<file path="config.mk">
export PLATFORM = sky130hd
export DESIGN_NAME = fetch_queue
export DESIGN_NICKNAME = d
export VERILOG_FILES = /design/src/rtl/fetch_pkg.sv /design/src/rtl/fetch_fifo.sv /design/src/rtl/fetch_queue.sv
export SDC_FILE = /design/constraint.sdc
export NUM_CORES = 1
export LEC_CHECK = 0
export CORE_UTILIZATION = 50
export CTS_BUF_LIST = sky130_fd_sc_hd__clkbuf_4 sky130_fd_sc_hd__clkbuf_8 sky130_fd_sc_hd__clkbuf_16
export DETAILED_ROUTE_END_ITERATION = 8
export PLACE_DENSITY = 0.71
export RECOVER_POWER = 50
export SLEW_MARGIN = 20
export SYNTH_ARGS = -nofsm -noshare
export SYNTH_HDL_FRONTEND = slang
export SYNTH_SLANG_ARGS = --single-unit
</file>
<file path="constraint.sdc">
create_clock -name clk_i -period 4.2 [get_ports clk_i]
set_input_delay 0.63 -clock clk_i [delete_from_list [all_inputs] [get_ports clk_i]]
set_output_delay 0.63 -clock clk_i [all_outputs]
set_load 0.02 [all_outputs]
</file>
<file path="src/rtl/fetch_pkg.sv">
// Shared types for the fetch unit: FSM state encoding, the queue entry layout
// and the instruction size used to advance the fetch PC.
// Optional bus-error support is enabled with FETCH_QUEUE_BUS_ERR_EN.
package fetch_pkg;

  localparam int INST_BYTES = 4;
  localparam int DEF_AD_LEN = 32;
  localparam int DEF_INST_W = 32;

  typedef enum logic [1:0] {
    S_IDLE    = 2'd0,
    S_REQ     = 2'd1,
    S_DISCARD = 2'd2
  } fetch_state_e;

  // Queue entry at the default 32-bit address/data widths.
  typedef struct packed {
`ifdef FETCH_QUEUE_BUS_ERR_EN
    logic                  fault;
`endif
    logic [DEF_AD_LEN-1:0] pc;
    logic [DEF_INST_W-1:0] inst;
  } fetch_entry_t;

endpackage

</file>
<file path="src/rtl/fetch_fifo.sv">
// Synchronous DEPTH-entry FIFO with push/pop/flush. The head entry is held in
// its own register so the consumer sees a registered output; when the FIFO
// drains or is flushed the head register keeps its last value.
module fetch_fifo #(
  parameter int W     = 64,
  parameter int DEPTH = 4
) (
  input  logic         clk_i,
  input  logic         reset_ni,
  input  logic         push_i,
  input  logic [W-1:0] push_data_i,
  input  logic         pop_i,
  input  logic         flush_i,
  output logic         full_o,
  output logic         empty_o,
  output logic [W-1:0] head_o
);

  localparam int PTR_W = $clog2(DEPTH);
  localparam int CNT_W = $clog2(DEPTH + 1);

  logic [W-1:0]     mem_q [DEPTH];
  logic [PTR_W-1:0] rd_ptr_q, rd_ptr_d;
  logic [PTR_W-1:0] wr_ptr_q, wr_ptr_d;
  logic [CNT_W-1:0] count_q, count_d;
  logic [W-1:0]     head_q, head_d;
  logic             do_push, do_pop;

  assign do_pop  = pop_i && (count_q != '0);
  assign do_push = push_i && (count_q != CNT_W'(DEPTH));

  // Next pointers/count and the value the head register should present.
  always_comb begin
    rd_ptr_d = rd_ptr_q;
    wr_ptr_d = wr_ptr_q;
    count_d  = count_q;
    head_d   = head_q;
    if (flush_i) begin
      rd_ptr_d = wr_ptr_q;
      count_d  = '0;
    end else begin
      if (do_push) wr_ptr_d = wr_ptr_q + PTR_W'(1);
      if (do_pop)  rd_ptr_d = rd_ptr_q + PTR_W'(1);
      count_d = count_q + CNT_W'(do_push) - CNT_W'(do_pop);
      // Incoming word becomes head when nothing older will remain.
      if (do_push && ((count_q == '0) || ((count_q == CNT_W'(1)) && do_pop)))
        head_d = push_data_i;
      else if (do_pop && (count_q > CNT_W'(1)))
        head_d = mem_q[rd_ptr_d];
    end
  end

  // Storage array write port (no reset, maps to RAM).
  always_ff @(posedge clk_i) begin
    if (reset_ni && do_push && !flush_i)
      mem_q[wr_ptr_q] <= push_data_i;
  end

  // Pointer, count and head registers.
  always_ff @(posedge clk_i) begin
    if (!reset_ni) begin
      rd_ptr_q <= '0;
      wr_ptr_q <= '0;
      count_q  <= '0;
      head_q   <= '0;
    end else begin
      rd_ptr_q <= rd_ptr_d;
      wr_ptr_q <= wr_ptr_d;
      count_q  <= count_d;
      head_q   <= head_d;
    end
  end

  assign full_o  = (count_q == CNT_W'(DEPTH));
  assign empty_o = (count_q == '0);
  assign head_o  = head_q;

endmodule

</file>
<file path="src/rtl/fetch_queue.sv">
// Decoupled instruction prefetcher: one outstanding bus request at a time,
// results queued in fetch_fifo and handed to decode over valid/ready.
// A redirect flushes the queue and restarts fetching at the new PC; a request
// already on the bus is completed and its data dropped.
// Defining FETCH_QUEUE_BUS_ERR_EN adds bus_err_i/inst_fault_o: an erroring
// ack queues a faulted entry and halts fetching until the next redirect.
import fetch_pkg::*;

module fetch_queue #(
  parameter int                AD_LEN   = 32,
  parameter int                INST_W   = 32,
  parameter int                DEPTH    = 4,
  parameter logic [AD_LEN-1:0] RESET_PC = '0
) (
  input  logic              clk_i,
  input  logic              reset_ni,
  output logic              bus_req_o,
  output logic [AD_LEN-1:0] bus_ad_o,
  input  logic              bus_ack_i,
  input  logic [INST_W-1:0] bus_data_i,
`ifdef FETCH_QUEUE_BUS_ERR_EN
  input  logic              bus_err_i,
  output logic              inst_fault_o,
`endif
  output logic              inst_valid_o,
  input  logic              inst_ready_i,
  output logic [INST_W-1:0] inst_o,
  output logic [AD_LEN-1:0] inst_pc_o,
  input  logic              redirect_i,
  input  logic [AD_LEN-1:0] redirect_pc_i
);

  typedef struct packed {
`ifdef FETCH_QUEUE_BUS_ERR_EN
    logic              fault;
`endif
    logic [AD_LEN-1:0] pc;
    logic [INST_W-1:0] inst;
  } entry_t;

  fetch_state_e      state_q, state_d;
  logic [AD_LEN-1:0] pc_q, pc_d;
  logic [AD_LEN-1:0] ad_q, ad_d;
  logic [AD_LEN-1:0] redirect_pc;
  logic              push;
  entry_t            push_entry;
  entry_t            head_entry;
  logic              fifo_full, fifo_empty;
  logic              can_fetch;

  // Redirect targets are word aligned; the low two bits are discarded.
  assign redirect_pc = redirect_pc_i & ~AD_LEN'(3);

`ifdef FETCH_QUEUE_BUS_ERR_EN
  logic halt_q, halt_d;
  assign can_fetch = !fifo_full && !halt_q;
`else
  assign can_fetch = !fifo_full;
`endif

  // Fetch FSM: request issue, ack handling, redirect/discard.
  always_comb begin
    state_d         = state_q;
    pc_d            = pc_q;
    ad_d            = ad_q;
    push            = 1'b0;
    push_entry      = '0;
    push_entry.pc   = ad_q;
    push_entry.inst = bus_data_i;
`ifdef FETCH_QUEUE_BUS_ERR_EN
    halt_d          = halt_q;
`endif
    case (state_q)
      S_IDLE: begin
        if (!redirect_i && can_fetch) begin
          state_d = S_REQ;
          ad_d    = pc_q;
        end
      end
      S_REQ: begin
        if (redirect_i) begin
          // Bus cannot drop a request: wait out the ack unless it is here now.
          state_d = bus_ack_i ? S_IDLE : S_DISCARD;
        end else if (bus_ack_i) begin
          push    = 1'b1;
          state_d = S_IDLE;
          pc_d    = pc_q + AD_LEN'(INST_BYTES);
`ifdef FETCH_QUEUE_BUS_ERR_EN
          if (bus_err_i) begin
            push_entry.fault = 1'b1;
            push_entry.inst  = '0;
            halt_d           = 1'b1;
          end
`endif
        end
      end
      S_DISCARD: begin
        if (bus_ack_i) state_d = S_IDLE;
      end
      default: state_d = S_IDLE;
    endcase
    // Redirect always wins the PC; the latest one seen is kept.
    if (redirect_i) begin
      pc_d = redirect_pc;
`ifdef FETCH_QUEUE_BUS_ERR_EN
      halt_d = 1'b0;
`endif
    end
  end

  // FSM state, fetch PC and bus address registers.
  always_ff @(posedge clk_i) begin
    if (!reset_ni) begin
      state_q <= S_IDLE;
      pc_q    <= RESET_PC;
      ad_q    <= '0;
`ifdef FETCH_QUEUE_BUS_ERR_EN
      halt_q  <= 1'b0;
`endif
    end else begin
      state_q <= state_d;
      pc_q    <= pc_d;
      ad_q    <= ad_d;
`ifdef FETCH_QUEUE_BUS_ERR_EN
      halt_q  <= halt_d;
`endif
    end
  end

  fetch_fifo #(
    .W     ($bits(entry_t)),
    .DEPTH (DEPTH)
  ) u_fifo (
    .clk_i       (clk_i),
    .reset_ni    (reset_ni),
    .push_i      (push),
    .push_data_i (push_entry),
    .pop_i       (inst_valid_o && inst_ready_i),
    .flush_i     (redirect_i),
    .full_o      (fifo_full),
    .empty_o     (fifo_empty),
    .head_o      (head_entry)
  );

  assign bus_req_o    = (state_q != S_IDLE);
  assign bus_ad_o     = ad_q;
  assign inst_valid_o = !fifo_empty;
  assign inst_o       = head_entry.inst;
  assign inst_pc_o    = head_entry.pc;
`ifdef FETCH_QUEUE_BUS_ERR_EN
  assign inst_fault_o = head_entry.fault;
`endif

endmodule

</file>
==> results of run 1 <==
## cells in the mapped netlist (all sizes together), types with 2 or more instances
cell	number	area, sq um
buf	35	194
nor4	4	25.0
o21ai	265	1330
xnor2	14	123
a211oi	4	42.5
nor3	69	350
nand2	259	972
edfxtp	248	7450
nand2b	2	12.5
or3	3	23.8
nand4	16	100
nor2	269	1010
ha	8	100
and4	4	35.0
nor3b	62	465
a21oi	55	283
inv	11	41.3
clkbuf	104	390
nand3	135	676
mux2i	4	40.0
xor2	17	149
and3	11	68.8
a22oi	61	458
dfxtp	131	2620
or2	3	18.8
## cell families (layout without fill, tap and decap cells)
| family | count (synthesis) | count (layout) | synth area share (%) |
|---|---|---|---|
| compound gates | 397 | 397 | 12.9 |
| xor+xnor | 31 | 31 | 1.58 |
| fa+ha+maj | 9 | 9 | 0.700 |
| buf+inv | 150 | 274 | 3.65 |
| flops | 379 | 379 | 58.7 |
| mux | 5 | 5 | 0.299 |
| other cells | 1 | 4 | 0.0219 |
| simple gates | 841 | 841 | 22.2 |
## state kept, by name, indices dropped and copies added (netlist names)
signal and count:
bus_ad_o 30, pc_q 30, state_q 2, u_fifo.count_q 3, u_fifo.head_o 62, u_fifo.mem_q 248
u_fifo.rd_ptr_q 2, u_fifo.wr_ptr_q 2
## layout make-up
class                           count  area, sq um  area share [%]
Clock buffer                       64         1220            5.96
Sequential cell                   379        10100            49.3
Timing Repair Buffer              191         1940            9.51
Inverter                           11         43.8           0.214
Tap cell                          448          561            2.74
Clock inverter                      8         60.1           0.294
Multi-Input combinational cell   1287         6530            32.0
## cell usage in the layout, fill, tap and decap left out, types with 20 or more instances in the layout
cell type / synthesis / routed
sky130_fd_sc_hd__nand3_1: 135 / 135
sky130_fd_sc_hd__nand2_1: 259 / 258
sky130_fd_sc_hd__edfxtp_1: 248 / 248
sky130_fd_sc_hd__clkbuf_16: 0 / 41
sky130_fd_sc_hd__clkbuf_4: 0 / 20
sky130_fd_sc_hd__nor3b_1: 62 / 62
sky130_fd_sc_hd__o21ai_0: 206 / 206
sky130_fd_sc_hd__buf_4: 10 / 21
sky130_fd_sc_hd__dlygate4sd3_1: 0 / 96
sky130_fd_sc_hd__nor3_1: 68 / 69
sky130_fd_sc_hd__a22oi_1: 61 / 61
sky130_fd_sc_hd__nor2_1: 269 / 267
sky130_fd_sc_hd__clkdlybuf4s50_1: 0 / 64
sky130_fd_sc_hd__a21oi_1: 53 / 53
sky130_fd_sc_hd__dfxtp_1: 131 / 129
sky130_fd_sc_hd__o21ai_1: 59 / 59
## per-layer routing
metal | part of all wire, % | GRT usage (%) | up-vias
li1 | - | - | 6616
met1 | 42 | 33.7 | 6876
met2 | 49 | 44.0 | 554
met3 | 7.5 | 4.07 | 64
met4 | 1.9 | 7.16 | 0
met5 | 0 | 0 | -
## final timing paths
check                startpoint                  to  slack, ns  cells after the start
max reg2reg  u_fifo.rd_ptr_q[0]   u_fifo.head_o[12]       1.31                      6
max                   bus_ack_i  u_fifo.mem_q[3][5]       1.25                      5
min           u_fifo.head_o[40]   u_fifo.head_o[40]       0.47                      2
min reg2reg   u_fifo.head_o[40]   u_fifo.head_o[40]       0.47                      2
## stage by stage
step                utilization, %  power [W]  std cells  setup WS, ns
global placement              57.0    0.00471       2316          1.04
CTS                           60.8    0.00812       2388          1.37
detailed placement            57.0    0.00472       2316          1.01
finish                        60.8    0.00808       2388          1.25
global route                  60.8    0.00832       2388          1.14
floorplan                        -    0.00447       1816          1.01
## power breakdown
| group | switching [W] | total (W) | internal, W |
|---|---|---|---|
| clock network | 0.00139 | 0.00344 | 0.00205 |
| registers | 0.0000815 | 0.00410 | 0.00402 |
| logic | 0.000335 | 0.000543 | 0.000208 |
## worst max-delay path: cells and delay by family
kind,cells,cell delay (ns)
and+or+nand+nor,2,0.96
buffers and inverters,2,0.87
AOI/OAI and AO/OA,1,0.68
==> run summary, run 1 <==
Status: finished with violations
Violations in the final reports: max-capacitance violations, max-slew violations
Yosys Warn Count: 0
Average size of a mapped cell: 9.47 sq um
Post-DR vias/cell: 5.91
Post-synthesis to final-layout area growth: 19.0%
Gates resized, CTS repair: 0
CP max stage delay: 0.68 ns
First-pass GRT wire length: 71.8 mm
Syn Inst Count: 1,813
Number of hold-slack violations in the final timing report: 0
Count of routing violations after the opening detailed-route iteration: 1,332
Endpoint required time on the critical path: 4.41 ns
Static Leak: 7.53 nW
Placed cell area: 0.0192 sq mm
Clock transition at the registers of the reported paths: 0.06 ns
Standard-cell row count: 67
Setup repair after global routing missed its margin: false
DRC viols: 0
Number of filler instances in the final layout: 2,747
Number of enable-type register cells in the synthesized netlist: 248
Slew Viols, Final: 46
Layout cell share with drive strength beyond 1: 6.24%
Root Buffer Master: sky130_fd_sc_hd__clkbuf_16
TritonCTS clock tree: yes
Tightest Pin Transition: 2.04 ns
Total grt overflow: 0
Max Cap Violations: 1
Dominant register cell in the synthesized netlist: sky130_fd_sc_hd__edfxtp_1
Fin crit share: 70.2%
Class of the tightest hold or removal check: flop to flop
Worst supply voltage drop on vdd: 0.000234 V
Normalized max-slew margin: -35.8%
Final wirelength: 45.9 mm
Largest net degree at the start of global routing: 186
Die Area: 0.0351 sq mm
Chain of cells forming the critical path: dlygate4sd3_1 -> nand3b_1 -> a211oi_4 -> and3_4 -> buf_12
Slowest cell on the critical path: sky130_fd_sc_hd__a211oi_4
Maximum clock skew at final layout: 0.0103 ns
CTS Sinks: 379
Core box area: 0.0336 sq mm
Die Ht: 187 um
Number of placed I/O pins: 167
Nets: 1,988
Post-layout min period: 2.95 ns
Buffer levels on the longest clock path: 3
Setup violations, final: 0
Total power per unit cell area: 396 mW/mm^2
Crit path DAT: 3.16 ns
Input/output buffers: 160
Combined area of all synthesized cells: 0.0172 sq mm
Accumulated negative setup slack: 0 ns
DP HPWL: 26.8 mm
Achievable frequency: 0.339 GHz
Clock insertion delay at the later pin of the skew report: 0.52 ns
Post-CTS repair timing setup buffer count: 0
Element type at the critical path start: input port
Area of all placed cells without fillers: 0.0204 sq mm
Number of iterations in the first detailed-routing pass: 8
Start-to-end type of the worst setup path: input port to flop
Initial antenna violation count: 0
Crit path capture type: flop
Inserted Clock Buffers: 40
Overall die width: 187 um
Hold Slack: 0.475 ns
Initial cell density of the core: 51.0%
H-tree levels: 2
Routed WL per cell: 19.2 um
Via count: 14.1k
Cell variety after synth: 52
Number of global-route vias before repair: 13.5k
Overall fraction of global-route tracks in use: 25.7%
Post-synthesis async set-or-reset flop share: 0%
Critical path fanouts, max: 25
ANT nets after route: 0
Hold buffer count at cts: 0
Weighted congestion at the end of routability-driven global placement: 0.832
Synthesis-stage register bit count: 379
ANT cells: 0
Register area share after synthesis: 58.7%
No activity file was read; power rests on OpenSTA's default activity.
==> run 2: changes to the inputs <==
- PLACE_DENSITY: 0.71 -> 0.74
- clock period: 4.2 -> 2.5 ns (I/O delays scaled with it)
==> run summary, run 2 (same netlist as run 1, synthesis figures left out) <==
Gates resized, CTS repair: 0 (unchanged)
Clock transition at the registers of the reported paths: 0.06 ns (about the same)
Largest net degree at the start of global routing: 112 (-40%)
Buffer levels on the longest clock path: 3 (unchanged)
Tightest Pin Transition: 1.05 ns (-0.989 ns)
Worst hold path cell count: 3 (+1)
Hold buffer count at cts: 0 (unchanged)
Core occupancy in the finished layout: 61.7% (+0.89 points)
Worst setup slack before clock tree synthesis: -0.0152 ns (-1.02 ns)
Endpoint required time on the critical path: 2.12 ns (-2.29 ns)
Initial antenna violation count: 2 (+2)
Initial cell density of the core: 51.0% (unchanged)
Standard-cell row count: 67 (unchanged)
Layout cell share with drive strength beyond 1: 7.23% (+1.0 points)
Post-DR vias/cell: 5.92 (+0.16%)
Number of iterations in the first detailed-routing pass: 5 (-3)
Count of routing violations after the opening detailed-route iteration: 1,290 (-3.2%)
Total power: 0.0138 W (+71%)
Class of the tightest hold or removal check: input port to flop
Overall die width: 187 um (unchanged)
Normalized max-slew margin: 30.1% (+66 points)
Setup violations, final: 0 (unchanged)
Portion of total power attributed to sequential cells: 49.8% (-0.9 points)
Nets: 2,009 (+1.1%)
Clock network fraction of total power: 43.4% (+0.8 points)
Total grt overflow: 0 (unchanged)
Register with the most flip-flops: u_fifo.mem_q
Top library cells by usage in the layout, fill and taps aside: sky130_fd_sc_hd__nor2_1, sky130_fd_sc_hd__nand2_1, sky130_fd_sc_hd__edfxtp_1, sky130_fd_sc_hd__o21ai_0, sky130_fd_sc_hd__nand3_1
Start-to-end type of the worst setup path: flop to output pin
Achievable frequency: 0.427 GHz
Power dissipated by switching net loads: 0.00310 W (+72%)
Placed cell area: 0.0194 sq mm (+1.5%)
Post-CTS repair timing setup buffer count: 0 (unchanged)
Inserted Clock Buffers: 40 (unchanged)
ANT nets after route: 0 (unchanged)
Setup repair after global routing missed its margin: false
Core box area: 0.0336 sq mm (unchanged)
Number of hold-slack violations in the final timing report: 0 (unchanged)
Count of cells along the worst register-to-register path: 7 (+1)
Final wirelength: 46.3 mm (+0.80%)
TritonCTS clock tree: yes
Maximum clock skew at final layout: 0.0134 ns (+0.00314 ns)
Switching part of the total power: 22.5% (+0.074 points)
DP HPWL: 27.9 mm (+4.0%)
Area of all placed cells without fillers: 0.0207 sq mm (+1.5%)
Worst supply voltage drop on vdd: 0.000421 V (+80%)
Number of filler instances in the final layout: 2,701 (-1.7%)
Number of global-route vias before repair: 13.8k (+1.9%)
CTS Sinks: 379 (unchanged)
First-pass GRT wire length: 72.5 mm (+1.0%)
Die Area: 0.0351 sq mm (unchanged)
Most frequent standard cell in the layout excluding fill and tap cells: sky130_fd_sc_hd__nor2_1
H-tree levels: 2 (unchanged)
Critical path fanouts, max: 5 (-80%)
Max Cap Violations: 0 (-1)
Post-synthesis to final-layout area growth: 20.8%
Status: finished, final reports clean
Via count: 14.3k (+1.2%)
Total power per unit cell area: 667 mW/mm^2 (+69%)
Combinational share of power: 6.8% (about the same)
Worst setup slack after layout: 0.160 ns (-1.09 ns)
Slew Viols, Final: 0 (-100%)
Power Internal: 0.0107 W (+71%)
Routed WL per cell: 19.2 um (-0.20%)
Post-layout min period: 2.34 ns
Die Ht: 187 um (unchanged)
Fin crit share: 93.6%
Crit path capture type: output pin
Input/output buffers: 160 (unchanged)
Largest register FFs: 248 (unchanged)
Root Buffer Master: sky130_fd_sc_hd__clkbuf_16
Clock insertion delay at the later pin of the skew report: 0.53 ns (about the same)
Static Leak: 7.66 nW (+1.8%)
Crit path DAT: 1.97 ns (-1.19 ns)
Number of placed I/O pins: 167 (unchanged)
DRC viols: 0 (unchanged)
Accumulated negative setup slack: 0 ns (unchanged)
Element type at the critical path start: flop
Overall fraction of global-route tracks in use: 25.9% (+0.22 points)
Weighted congestion at the end of routability-driven global placement: 0.836 (+0.38%)
run 2: cell types whose count changed in the layout (fill, tap and decap cells not counted), sizes merged:
cell,previous run,this run
buf,30,48
bufinv,1,3
clkbuf,65,61
clkdlybuf4s50,64,70
clkinv,8,11
clkinvlp,0,1
diode,0,1
dlygate4sd3,96,90
inv,10,13
run 2: layout make-up:
type	instances	area, sq um	share of cell area (%)
multi-input combinational	1287	6500	31.4
sequential	379	10100	48.6
clock buffer	57	1180	5.68
tap	448	561	2.70
timing repair buffer	212	2200	10.6
inverter	11	43.8	0.211
clock inverter	17	165	0.797
antenna	1	2.50	0.0121
run 2: path summary, 6_finish.rpt:
kind / start / end / slack (ns)
worst max-delay path: u_fifo.count_q[2] / inst_valid_o / 0.16
worst min-delay path: redirect_pc_i[12] / pc_q[12] / 0.43
worst max register to register: u_fifo.count_q[2] / u_fifo.head_o[59] / 0.28
worst min register to register: u_fifo.head_o[8] / u_fifo.head_o[8] / 0.48
run 2: power groups by stage:
stage	Clock, W	Combinational, W	Sequential (W)
2_1_floorplan	0	0.000510	0.00700
4_1_cts	0.00606	0.000957	0.00688
6_report	0.00600	0.000934	0.00688
5_1_grt	0.00631	0.00102	0.00689
3_3_place_gp	0	0.000924	0.00701
3_5_place_dp	0	0.000951	0.00701
run 2: metrics by stage:
step / cells / hold slack (ns)
floorplan: 1816 / 0.444
global placement: 2337 / 0.466
detailed placement: 2337 / 0.465
CTS: 2411 / 0.415
global route: 2412 / 0.441
finish: 2412 / 0.433
run 2: routing by layer:
layer	share of wire [%]	vias to the layer above	track usage [%]
met3	7.9	84	3.92
met2	49	634	44.8
li1	-	6663	-
met5	0	-	0
met4	2.2	0	8.76
met1	41	6893	33.0
run 2: worst max-delay path, stage by stage, from the launching register on:
cell and delay, ns:
sky130_fd_sc_hd__dfxtp_1 0.36, sky130_fd_sc_hd__or3_1 0.50, sky130_fd_sc_hd__clkdlybuf4s50_1 0.58
==> run 3: changes to the inputs <==
- CORE_UTILIZATION: 50 -> 52
- PLACE_DENSITY: 0.74 -> 0.77
- SETUP_SLACK_MARGIN: default -> 0.3
==> run summary, run 3 (same netlist as run 1, synthesis figures left out) <==
Critical path fanouts, max: 18 (+13)
Worst hold path cell count: 3 (unchanged)
Number of global-route vias before repair: 14.3k (+3.6%)
Count of cells along the worst register-to-register path: 5 (-2)
Number of iterations in the first detailed-routing pass: 8 (+3)
Chain of cells forming the critical path: nand3b_1 -> a211oi_1 -> buf_4 -> and3_4 -> clkbuf_4
Initial antenna violation count: 0 (-2)
FF-to-FF setup slack: 0.26 ns (-0.02 ns)
Overall die width: 184 um (-1.9%)
DP HPWL: 28.3 mm (+1.5%)
Number of placed I/O pins: 167 (unchanged)
Largest register FFs: 248 (unchanged)
Via count: 14.5k (+1.8%)
Total power: 0.0139 W (+0.27%)
Post-DR vias/cell: 6.04 (+2.0%)
Total grt overflow: 0 (unchanged)
Start-to-end type of the worst setup path: flop to flop
Most frequent standard cell in the layout excluding fill and tap cells: sky130_fd_sc_hd__nor2_1
Static Leak: 7.65 nW (-0.16%)
CTS Sinks: 379 (unchanged)
Worst setup startpoint: state_q[1]
Class of the tightest hold or removal check: input port to flop
Maximum clock skew at final layout: 0.0266 ns (+0.0132 ns)
ANT cells: 0 (-1)
Placed cell area: 0.0196 sq mm (+0.64%)
Core occupancy in the finished layout: 64.1% (+2.5 points)
TritonCTS clock tree: yes
ANT nets after route: 0 (unchanged)
Crit path capture type: flop
Reg-to-reg endpoint: u_fifo.mem_q[1][26]
H-tree levels: 2 (unchanged)
Nets: 2,015 (+0.30%)
Input/output buffers: 160 (unchanged)
Core box area: 0.0325 sq mm (-3.2%)
Max Cap Violations: 0 (unchanged)
Endpoint required time on the critical path: 2.68 ns (+0.56 ns)
Inserted Clock Buffers: 40 (unchanged)
Layout cell share with drive strength beyond 1: 7.22% (-0.011 points)
Register with the most flip-flops: u_fifo.mem_q
Element type at the critical path start: flop
Slew Viols, Final: 0 (unchanged)
Die Ht: 184 um (-1.9%)
Total power per unit cell area: 664 mW/mm^2 (-0.42%)
Hold buffer count at cts: 0 (unchanged)
Fin crit share: 89.4% (-4.2 points)
Standard-cell row count: 66 (-1.5%)
Root Buffer Master: sky130_fd_sc_hd__clkbuf_16
Routed WL per cell: 19.6 um (+2.3%)
CP max stage delay: 0.40 ns (-0.18 ns)
DRC viols: 0 (unchanged)
Number of hold-slack violations in the final timing report: 0 (unchanged)
Hold Slack: 0.428 ns (-0.00586 ns)
Initial cell density of the core: 52.7% (+1.7 points)
Final wirelength: 47.2 mm (+2.1%)
Normalized max-slew margin: 36.3% (+6.2 points)
Buffer levels on the longest clock path: 3 (unchanged)
Weighted congestion at the end of routability-driven global placement: 0.870 (+4.1%)
Worst supply voltage drop on vdd: 0.000413 V (-1.8%)
Status: finished, final reports clean
Capturing instance or port of the critical path: u_fifo.mem_q[1][26]
Count of routing violations after the opening detailed-route iteration: 1,595 (+24%)
Die Area: 0.0337 sq mm (-3.8%)
Clock transition at the registers of the reported paths: 0.06 ns (about the same)
First-pass GRT wire length: 73.9 mm (+1.9%)
Top library cells by usage in the layout, fill and taps aside: sky130_fd_sc_hd__nor2_1, sky130_fd_sc_hd__nand2_1, sky130_fd_sc_hd__edfxtp_1, sky130_fd_sc_hd__o21ai_0, sky130_fd_sc_hd__nand3_1
Achievable frequency: 0.447 GHz (+4.7%)
Reg-to-Reg Start: state_q[1]
Largest net degree at the start of global routing: 105 (-6.3%)
Post-synthesis to final-layout area growth: 21.6%
Setup repair after global routing missed its margin: false
Area of all placed cells without fillers: 0.0209 sq mm (+0.69%)
Crit path DAT: 2.42 ns (+0.45 ns)
Clock insertion delay at the later pin of the skew report: 0.53 ns (about the same)
Post-layout min period: 2.24 ns (-0.105 ns)
Tightest Pin Transition: 0.955 ns (-0.0933 ns)
Slowest cell on the critical path: sky130_fd_sc_hd__a211oi_1
Accumulated negative setup slack: 0 ns (unchanged)
Setup violations, final: 0 (unchanged)
Overall fraction of global-route tracks in use: 27.7% (+1.8 points)
==> run 3: report_power, final <==
group	switching, W	leakage [nW]	total, W	internal, W
logic	0.000584	3.54	0.000965	0.000381
clock network	0.00238	0.661	0.00601	0.00364
registers	0.000130	3.45	0.00688	0.00675
total	0.00309	7.65	0.0139	0.0108
==> run 3: per-layer routing <==
| layer | up-vias | share of wire, % | global-route usage [%] |
|---|---|---|---|
| met2 | 754 | 49 | 47.4 |
| met4 | 0 | 2.9 | 11.2 |
| met1 | 6973 | 39 | 35.3 |
| met5 | - | 0 | 0 |
| met3 | 105 | 8.7 | 4.08 |
| li1 | 6702 | - | - |
==> run 3: repair_timing <==
item | 4_1_cts | 5_1_grt
cloned | 1 | 1
pin swaps | 0 | 1
setup buffers | 0 | 1
endpoints found under the hold margin | 0 | 0
gates resized for setup | 1 | 3
setup endpoints to repair | 2 | 14
==> run 3: area by class of cell <==
cell class / count / area [sq um]
Sequential cell: 379 / 10100
Inverter: 11 / 43.8
Multi-Input combinational cell: 1287 / 6500
Timing Repair Buffer: 218 / 2370
Fill cell: 2510 / 11700
Clock inverter: 15 / 169
Tap cell: 442 / 553
Clock buffer: 56 / 1160
==> run 3: critical path, delay by kind of cell (launching register included) <==
| family | cells | cell delay, ns |
|---|---|---|
| AO/OA/AOI/OAI | 1 | 0.40 |
| buffers and inverters | 2 | 0.61 |
| flip-flops | 1 | 0.34 |
| AND/OR/NAND/NOR | 2 | 0.51 |
==> run 3: stage by stage <==
stage,setup WS (ns),cells
after floorplan,0.196,1816
after global placement,0.0738,2334
after detailed placement,0.0277,2334
after CTS,0.308,2406
after global routing,0.176,2408
final,0.264,2408
==> run 3: worst min path at each step <==
stage                       from                end  slack (ns)
2_1_floorplan           pc_q[31]       bus_ad_o[31]        0.44
3_3_place_gp   u_fifo.head_o[49]  u_fifo.head_o[49]        0.46
3_5_place_dp   u_fifo.head_o[12]  u_fifo.head_o[12]        0.47
4_1_cts        redirect_pc_i[12]           pc_q[12]        0.42
5_1_grt        redirect_pc_i[13]           pc_q[13]        0.47
6_report       redirect_pc_i[12]           pc_q[12]        0.43
==> variant (config.mk and constraints of run 2) <==
`ad_q` no longer has a reset.
--- a/src/rtl/fetch_queue.sv
+++ b/src/rtl/fetch_queue.sv
@@ -115,3 +115,2 @@
       pc_q    <= RESET_PC;
-      ad_q    <= '0;
 `ifdef FETCH_QUEUE_BUS_ERR_EN
@@ -122,3 +121,2 @@
       pc_q    <= pc_d;
-      ad_q    <= ad_d;
 `ifdef FETCH_QUEUE_BUS_ERR_EN
@@ -127,2 +125,6 @@
     end
+  end
+
+  always_ff @(posedge clk_i) begin
+    ad_q <= ad_d;
   end
Check against the original RTL: differs if reset_ni is asserted again (counterexample within 4 cycles, from zero or initial values and one cycle with reset_ni low); with reset_ni held inactive, the same outputs for 4 cycles.
==> variant against run 2 <==
  * Sequential power grew 2%
  * Power is 2.2% lower
  * Area after synthesis fell by 17%
  * Die area is 17% lower
  * Sequential cell count stayed put
  * Critical path depth up 5
  * Sequential share of layout area is 9.6 points higher
  * Clock power fell by 5.5%
  * Count of clock-buffer cells in the layout shrank 9
  * Routed wire length decreased by 29%
  * Maximum frequency rose by 7.5%
  * Final area shrank 14%
  * Worst setup slack improved by 0.16 ns
  * Largest power group unchanged
==> variant: results (changes against run 2) <==
share of cells above drive strength 1 9.97% (was 7.23%); Seq/total area 58.2% (was 48.6%); post-synthesis mux area share 0.368% (was 0.299%); xor and xnor fraction of the mapped netlist area 1.96% (was 1.58%); maximum net fanout on the critical path 23 (was 5); CP max stage delay 0.60 ns (was 0.58 ns); Unique masters post-synth 50 (was 52); Multi-Input Combinational 519 (was 1287); register area share after synthesis 72.7% (was 58.7%); vias in the first global route 9145 (was 13.8k); Post-synth EDFFs 278 (was 248); Clock transition at path regs 0.06 ns (about the same); Synth area leaders edfxtp_1 59%, dfxtp_1 14%, a221o_1 4.3% (was edfxtp_1 43%, dfxtp_1 15%, o21ai_0 6.0%); Placer Congestion 0.807 (was 0.836); Root Buffer clkbuf_16 (unchanged); slowest library cell on the worst path clkbuf_1 (was clkdlybuf4s50_1); Fin Setup TNS 0 ns (unchanged); global-route wire length before repair 50900 um (was 72500 um); compound-cell area share of the yosys netlist 13.9% (was 12.9%); Top FF cell, synth edfxtp_1 (unchanged); status complete, no violations (unchanged); Synth async-reset ratio 0% (unchanged); worst hold stages 0 (was 3); Endpoint, Worst Hold bus_ad_o[29] (was pc_q[12]); DR pass1 iterations 5 (unchanged); Clock Path Buffers 3 (unchanged); WP data arrival 2.56 ns (was 1.97 ns); final-stage net count 1231 (was 2009); clk_skew 0.0160 ns (was 0.0134 ns); multi-input combinational area share 20.0% (was 31.4%); Synth top cells by count 278 x edfxtp_1, 101 x dfxtp_1, 81 x nor2_1, 68 x nor3_1, 62 x o31ai_1 (was 269 x nor2_1, 259 x nand2_1, 248 x edfxtp_1, 206 x o21ai_0, 135 x nand3_1); # H-tree levels 2 (unchanged); clk_buf instances 48 (was 57); Worst VDD drop 0.429 mV (was 0.421 mV); detailed placer's ending HPWL 18800 um (was 27900 um); Non-clock buffers, area share 11.7% (was 10.6%); Synth Area in Adders 0.842% (was 0.700%); Total GRT Usage 23.0% (was 25.9%); leakage 0.00610 uW (was 0.00766 uW); Worst-Margin Slew 0.994 ns (was 1.05 ns); Worst Hold Class flop to flop (was primary input to flop); Non-clk bufs 201 (was 212); Hold Path Origin pc_q[29] (was redirect_pc_i[12]); DRT iter0 DRCs 660 (was 1290); Reg2Reg Depth 5 (was 7); FF-to-FF End u_fifo.head_o[38] (was u_fifo.head_o[59]); # Post-CTS Setup Buffers 0 (unchanged); Inverters 14 (was 11); number of flip-flops in the largest register 248 (unchanged); Num CTS Buffers 38 (was 40); Antenna diodes 0 (was 1); WL final 32900 um (was 46300 um); antenna violations before repair 0 (was 2); via count 9075 (was 14.3k); Fillers 2107 (was 2701); largest net degree at the start of global routing 65 (was 112); FF-to-FF setup slack 0.34 ns (was 0.28 ns); clock-cell share of area 7.15% (was 6.48%); largest family of logic cells by synthesized area compound AO/OA/AOI/OAI gates (was simple AND/OR/NAND/NOR gates)
variant: cell types whose count changed in the layout (fill, tap and decap cells not counted), sizes merged, moves of 26 or more:
| cell | delta |
|---|---|
| a21oi | -26 |
| a221o | +60 |
| a22oi | -61 |
| dfxtp | -30 |
| edfxtp | +30 |
| nand2 | -246 |
| nand3 | -123 |
| nor2 | -186 |
| nor3b | -62 |
| o21ai | -239 |
| o22a | +61 |
| o31ai | +61 |
variant: worst max-delay path, delay by kind of cell:
kind	cells	cell delay [ns]
AO/OA/AOI/OAI	2	0.35
buffers and inverters	5	1.82
variant: report_power, final:
group	total (uW)	internal (uW)	switching [uW]
Sequential	7050	6900	152
Combinational	801	355	446
Clock	5670	3400	2260
variant: stage by stage:
stage	total power, uW	worst slack [ns]	hold WS [ns]	std cells	area [um^2]
2_1_floorplan	7550	0.0471	0.408	984	14300
3_3_place_gp	7990	0.0383	0.416	1491	16600
3_5_place_dp	8010	0.0375	0.420	1491	16600
4_1_cts	13600	0.345	0.434	1561	17900
5_1_grt	13900	0.165	0.460	1561	17800
6_report	13500	0.322	0.430	1561	17800
variant: metal layers:
layer / share of wire (%) / vias to the layer above / track usage (%)
li1: - / 4191 / -
met1: 43 / 4533 / 31.0
met2: 49 / 308 / 38.7
met3: 5.9 / 43 / 3.75
met4: 1.6 / 0 / 6.09
met5: 0 / - / 0
variant: how the worst max path moves through the flow:
stage / end / cells past startpoint / startpoint
after floorplan: bus_ad_o[10] / 3 / redirect_i
after global placement: u_fifo.mem_q[2][3] / 6 / bus_ack_i
after detailed placement: u_fifo.mem_q[2][8] / 6 / bus_ack_i
after CTS: inst_valid_o / 3 / u_fifo.count_q[1]
after global routing: u_fifo.head_o[38] / 5 / u_fifo.count_q[2]
final: pc_q[31] / 7 / redirect_i
